<file path="config.mk">
export PLATFORM = sky130hd
export DESIGN_NAME = phy_tx_lanes
export DESIGN_NICKNAME = d
export VERILOG_FILES = /design/src/rtl/phy_tx_lanes.sv
export SDC_FILE = /design/constraint.sdc
export NUM_CORES = 1
export LEC_CHECK = 0
export BUFFER_PORTS_ARGS = -buffer_cell sky130_fd_sc_hd__buf_4
export CAP_MARGIN = 20
export CORE_ASPECT_RATIO = 0.6
export CORE_MARGIN = 2
export CORE_UTILIZATION = 34
export CTS_BUF_LIST = sky130_fd_sc_hd__clkbuf_2 sky130_fd_sc_hd__clkbuf_4 sky130_fd_sc_hd__clkbuf_8
export DETAILED_ROUTE_END_ITERATION = 12
export SYNTH_ARGS = -nofsm -noshare
export SYNTH_HDL_FRONTEND = slang
export SYNTH_SLANG_ARGS = --single-unit
</file>
<file path="constraint.sdc">
create_clock -name clk -period 1.38 [get_ports clk]
set_input_delay 0.069 -clock clk [delete_from_list [all_inputs] [get_ports clk]]
set_output_delay 0.069 -clock clk [all_outputs]
set_load 0.02 [all_outputs]
</file>
<file path="src/rtl/phy_tx_lanes.sv">
// Byte-striping serial transmitter: spreads WORD_W-bit words across NUM_LANES lanes,
// sending a COM preamble after reset and IDLE fill whenever no word is waiting.
module phy_tx_lanes #(
  parameter int         WORD_W     = 32,
  parameter int         NUM_LANES  = 2,
  parameter logic [7:0] COM_BYTE   = 8'hBC,
  parameter logic [7:0] IDLE_BYTE  = 8'h7C,
  parameter int         SYNC_SLOTS = 2
) (
  input  logic                 clk,
  input  logic                 reset,
  input  logic [WORD_W-1:0]    data_in_tx,
  input  logic                 valid_in_tx,
  output logic                 ready_out_tx,
  output logic [NUM_LANES-1:0] data_out_tx,
  output logic                 active_out_tx
);
  localparam int BPL    = WORD_W / (8 * NUM_LANES);
  localparam int SLOT   = 8 * BPL;
  localparam int CNT_W  = (SLOT > 1) ? $clog2(SLOT) : 1;
  localparam int SYNC_W = (SYNC_SLOTS > 0) ? $clog2(SYNC_SLOTS + 1) : 1;
  localparam logic [CNT_W-1:0]  LAST_BIT  = CNT_W'(SLOT - 1);
  localparam logic [SYNC_W-1:0] LAST_SYNC = SYNC_W'(SYNC_SLOTS - 1);

  if (WORD_W <= 0 || NUM_LANES <= 0 || (WORD_W % (8 * NUM_LANES)) != 0) begin : g_bad_width
    $error("phy_tx_lanes: WORD_W must be a positive multiple of 8*NUM_LANES");
  end
  if (SYNC_SLOTS < 1) begin : g_bad_sync
    $error("phy_tx_lanes: SYNC_SLOTS must be at least 1");
  end

  typedef enum logic {ST_SYNC, ST_RUN} state_t;
  typedef logic [NUM_LANES-1:0][SLOT-1:0] lanes_t;

  // Byte k goes to lane k%NUM_LANES, at position k/NUM_LANES within that lane's slot.
  function automatic lanes_t stripe(input logic [WORD_W-1:0] w);
    lanes_t s;
    s = '0;
    for (int l = 0; l < NUM_LANES; l++) begin
      for (int j = 0; j < BPL; j++) begin
        s[l][SLOT-1-8*j -: 8] = w[WORD_W-1-8*(l+j*NUM_LANES) -: 8];
      end
    end
    return s;
  endfunction

  function automatic lanes_t fill(input logic [7:0] b);
    lanes_t s;
    s = '0;
    for (int l = 0; l < NUM_LANES; l++) begin
      for (int j = 0; j < BPL; j++) begin
        s[l][SLOT-1-8*j -: 8] = b;
      end
    end
    return s;
  endfunction

  state_t              r_state;
  logic [SYNC_W-1:0]   r_sync_cnt;
  logic [CNT_W-1:0]    r_bit_cnt;
  logic                r_hold_full;
  logic [WORD_W-1:0]   r_hold;
  lanes_t              r_shift;
  logic                r_active;
  logic                w_accept;

  assign ready_out_tx  = (r_state == ST_RUN) && !r_hold_full;
  assign w_accept      = valid_in_tx && ready_out_tx;
  assign active_out_tx = r_active;

  always_comb begin
    data_out_tx = '0;
    for (int l = 0; l < NUM_LANES; l++) begin
      data_out_tx[l] = r_shift[l][SLOT-1];
    end
  end

  always_ff @(posedge clk or negedge reset) begin
    if (!reset) begin
      r_state     <= ST_SYNC;
      r_sync_cnt  <= '0;
      r_bit_cnt   <= LAST_BIT;
      r_hold_full <= 1'b0;
      r_hold      <= '0;
      r_shift     <= '0;
      r_active    <= 1'b0;
    end else begin
      // Accept never coincides with an unload because ready requires an empty hold.
      if (w_accept) begin
        r_hold      <= data_in_tx;
        r_hold_full <= 1'b1;
      end
      if (r_bit_cnt == LAST_BIT) begin
        r_bit_cnt <= '0;
        if (r_state == ST_SYNC) begin
          r_shift    <= fill(COM_BYTE);
          r_active   <= 1'b0;
          r_sync_cnt <= r_sync_cnt + SYNC_W'(1);
          if (r_sync_cnt == LAST_SYNC) begin
            r_state <= ST_RUN;
          end
        end else if (r_hold_full) begin
          r_shift     <= stripe(r_hold);
          r_hold_full <= 1'b0;
          r_active    <= 1'b1;
        end else begin
          r_shift  <= fill(IDLE_BYTE);
          r_active <= 1'b0;
        end
      end else begin
        r_bit_cnt <= r_bit_cnt + CNT_W'(1);
        for (int l = 0; l < NUM_LANES; l++) begin
          r_shift[l] <= r_shift[l] << 1;
        end
      end
    end
  end

endmodule

</file>
==> metrics.md <==
| Metric | Value |
|---|---|
| Status | completed |
| Total power density per cell area | ~1000 mW/mm^2 |
| Mean Syn Cell Area | ~12 sq um |
| Area of the die | ~0.0095 sq mm |
| Maximum fanout along the worst path | 7 |
| Most frequent cells in the layout | 69 x dfrtp_1, 56 x nand2_1, 44 x buf_4 |
| Layout cells sized above 1 | approximately a third |
| Post-synth top area share | 58.4% |
| Remaining DRCs | 0 |
| Setup violators final | 0 |
| Setup WS pre-CTS | -0.0187 ns |
| N_diodes | 0 |
| Fraction of the mapped netlist area in simple logic gates | 10.7% |
| Top FF cell, synth | dfrtp_1 |
| Sum Neg Setup Slack | 0 ns |
| GP Congestion | 0.720 |
| Vias in the first global route | 2,039 |
| Met1 WL | between 2000 and 3000 um |
| Slew margin rel. | between 70% and 80% |
| Syn nets | ~270 |
| Initial DRC count | 106 |
| Post-synth ARST share | 100% |
| Final Cycle Share | around 98% |
| GRT overflow | 0 |
| Seq cells post-synth | 73 |
| Register area share after synthesis | slightly above 60% |
| Row count | 26 |
| Largest family of logic cells by synthesized area | multiplexers |
| WP data arrival | 1.58 ns |
| Area contributors post-synth | dfrtp_1 58%, mux2_4 15%, nand2_1 7.1% |
| Net total in the final layout | between 300 and 400 |
| Max-cap violation count | 0 |
| Estimated wirelength of the detail-placed design | around 3600 um |
| Compound-gate portion of the synthesized area | 6.18% |
| Yosys cell types | 25 |
| Post-CTS setup buffers | 0 |
| CTS Buffer Depth | 2 |
| Starting Density | 34.8% |
| Htree depth | 3 |
| R2r worst-path depth | 5 |
| Hold path cells | 4 |
| Clock latency on the worst-skew pair | around 0.35 ns |
| I/O Buffers | 38 |
| Drt wl/cell | roughly 13 um |
| Fmax | ~740 MHz |
| Yosys warning count | 0 |
| Final Skew | slightly below 0.009 ns |
| Die X | between 100 and 150 um |
| Crit Path Class | reg -> reg |
| Root buffer cell | clkbuf_8 |
| Max Used Layer | met4 |
| First-pass GRT wire length | roughly 10000 um |
| Period minus WS final | roughly 1.3 ns |
| Metal3 WL | around 250 um |
| Vias | 1,988 |
| Fin Hold WS | roughly 0.14 ns |
| Post-synthesis mux area share | 16.2% |
| Die height | 76.2 um |
| Yosys top cell by area | dfrtp_1 |
| Final WS setup | about 0.034 ns |
| Critical path startpoint category | flip-flop |
| Slew @ Worst Pin | about 0.39 ns |
| # IOs | 39 |
| Post-synthesis adder-cell area fraction | less than 1% |
| Largest net degree at the start of global routing | between 70 and 80 |
| Cts bufs inserted | 9 |
| Area growth syn-to-layout | 36.5% |
| Synthesized area | approximately 0.003 sq mm |
| Critical Path End Type | flip-flop |
| WP data required | between 1.5 and 2 ns |
| Most common cell after layout, fill and taps aside | dfrtp_1 |
| Inst Count DP | around 380 |
| GRT Util Overall | a little over an eighth |
| Initial antenna violation count | 0 |
| Reg clk slew, reported paths | around 0.070 ns |
| Fin. Hold Viols | 0 |
| Final slew viol count | 0 |
| Layout Cells excl Fill | about 440 |
| Number of flops mapped to enable cells by yosys | 0 |
| CTS sink cnt | 73 |
| DRT antenna net count | 0 |
| Final WL | 5810 um |
| RSZ-0062 raised after global routing | true |
| Leak | approximately 2.1 nW |
| Met2 WL post-DR | between 2000 and 3000 um |
| DRT Pass-1 Iters | 4 |
| CTS tree | done |
| XOR/XNOR share of the synthesized area | less than 1% |
| Area of the core | between 0.008 and 0.009 sq mm |
| Hold WC Path Type | in -> reg |
| Vias per inst | roughly 4.6 |
| Syn Inst Count | roughly 240 |
| Worst vdd ir | between 0.4 and 0.5 mV |
[registers in the layout, summed over array words and instances, names as in the netlist]
register       count
r_state            1
active_out_tx      1
data_out_tx        2
r_shift           30
r_sync_cnt         2
r_hold_full        1
r_hold            32
r_bit_cnt          4
[what timing repair did]
item                                    CTS  global route
hold buffers                             33             0
resized for setup                         4             9
endpoints found under the setup margin    6            36
endpoints found under the hold margin   101             0
cloned                                    1             1
[where the power goes]
part           switching, mW  internal, mW  leakage (nW)
Clock                  0.711         0.854         0.102
Sequential            0.0323          2.19         0.954
Combinational          0.139         0.261          1.04
[worst max-delay path, stage by stage (launching register included)]
cell and delay [ns]:
dfstp_2 0.56, ha_4 0.15, and3_4 0.23, buf_6 0.14, a21o_1 0.11, nand2_1 0.05
[cell type report]
type / instances / area, sq um
multi-input combinational: 146 / 1050
inverter: 3 / 11.3
sequential: 73 / 1830
fill: 770 / 4450
timing repair buffer: 85 / 817
tap: 112 / 140
clock buffer: 16 / 189
[stage by stage]
stage / instance area (sq um) / power [mW] / util [%]
6_report: 4040 / 4.19 / 47.5
5_1_grt: 4040 / 4.38 / 47.5
4_1_cts: 3990 / 4.26 / 46.9
3_5_place_dp: 3450 / 2.60 / 40.6
3_3_place_gp: 3450 / 2.59 / 40.6
2_1_floorplan: 2970 / 2.42 / -
[per-layer routing]
layer  up-vias  track usage, %
li1        954               -
met1       989            18.2
met4         0            4.04
met3         7            5.69
met2        38            19.0
met5         -               0
[path summary, 6_finish.rpt]
kind	endpoint	slack, ns	start
min in group asynchronous	r_hold[30]$_DFFE_PN0P_	0.27	reset
worst max-delay path	r_hold_full$_DFF_PN0_	0.03	r_bit_cnt[0]$_DFF_PN1_
worst min-delay path	r_hold_full$_DFF_PN0_	0.14	valid_in_tx
worst min register to register	r_shift[2]$_DFF_PN0_	0.44	r_shift[1]$_DFF_PN0_
max in group asynchronous	r_bit_cnt[3]$_DFF_PN1_	0.75	reset
worst max register to register	r_hold_full$_DFF_PN0_	0.03	r_bit_cnt[0]$_DFF_PN1_
[cells by family (layout without fill, tap and decap cells)]
family,Yosys count,in the layout
xor+xnor,2,2
simple gates,75,75
flops,73,73
fa+ha+maj,2,2
mux,33,33
compound gates,34,34
buf+inv,18,104
[Yosys cell counts, drive strengths merged (2+ instances only)]
cell type  number
dfstp           4
nand3           7
and3            3
inv             3
nand2          57
ha              2
mux2           32
buf             9
o21ai          26
dfrtp          69
a21o            2
xor2            2
clkbuf          6
nor2            6
a31oi           4
No activity file was read; power rests on OpenSTA's default activity.
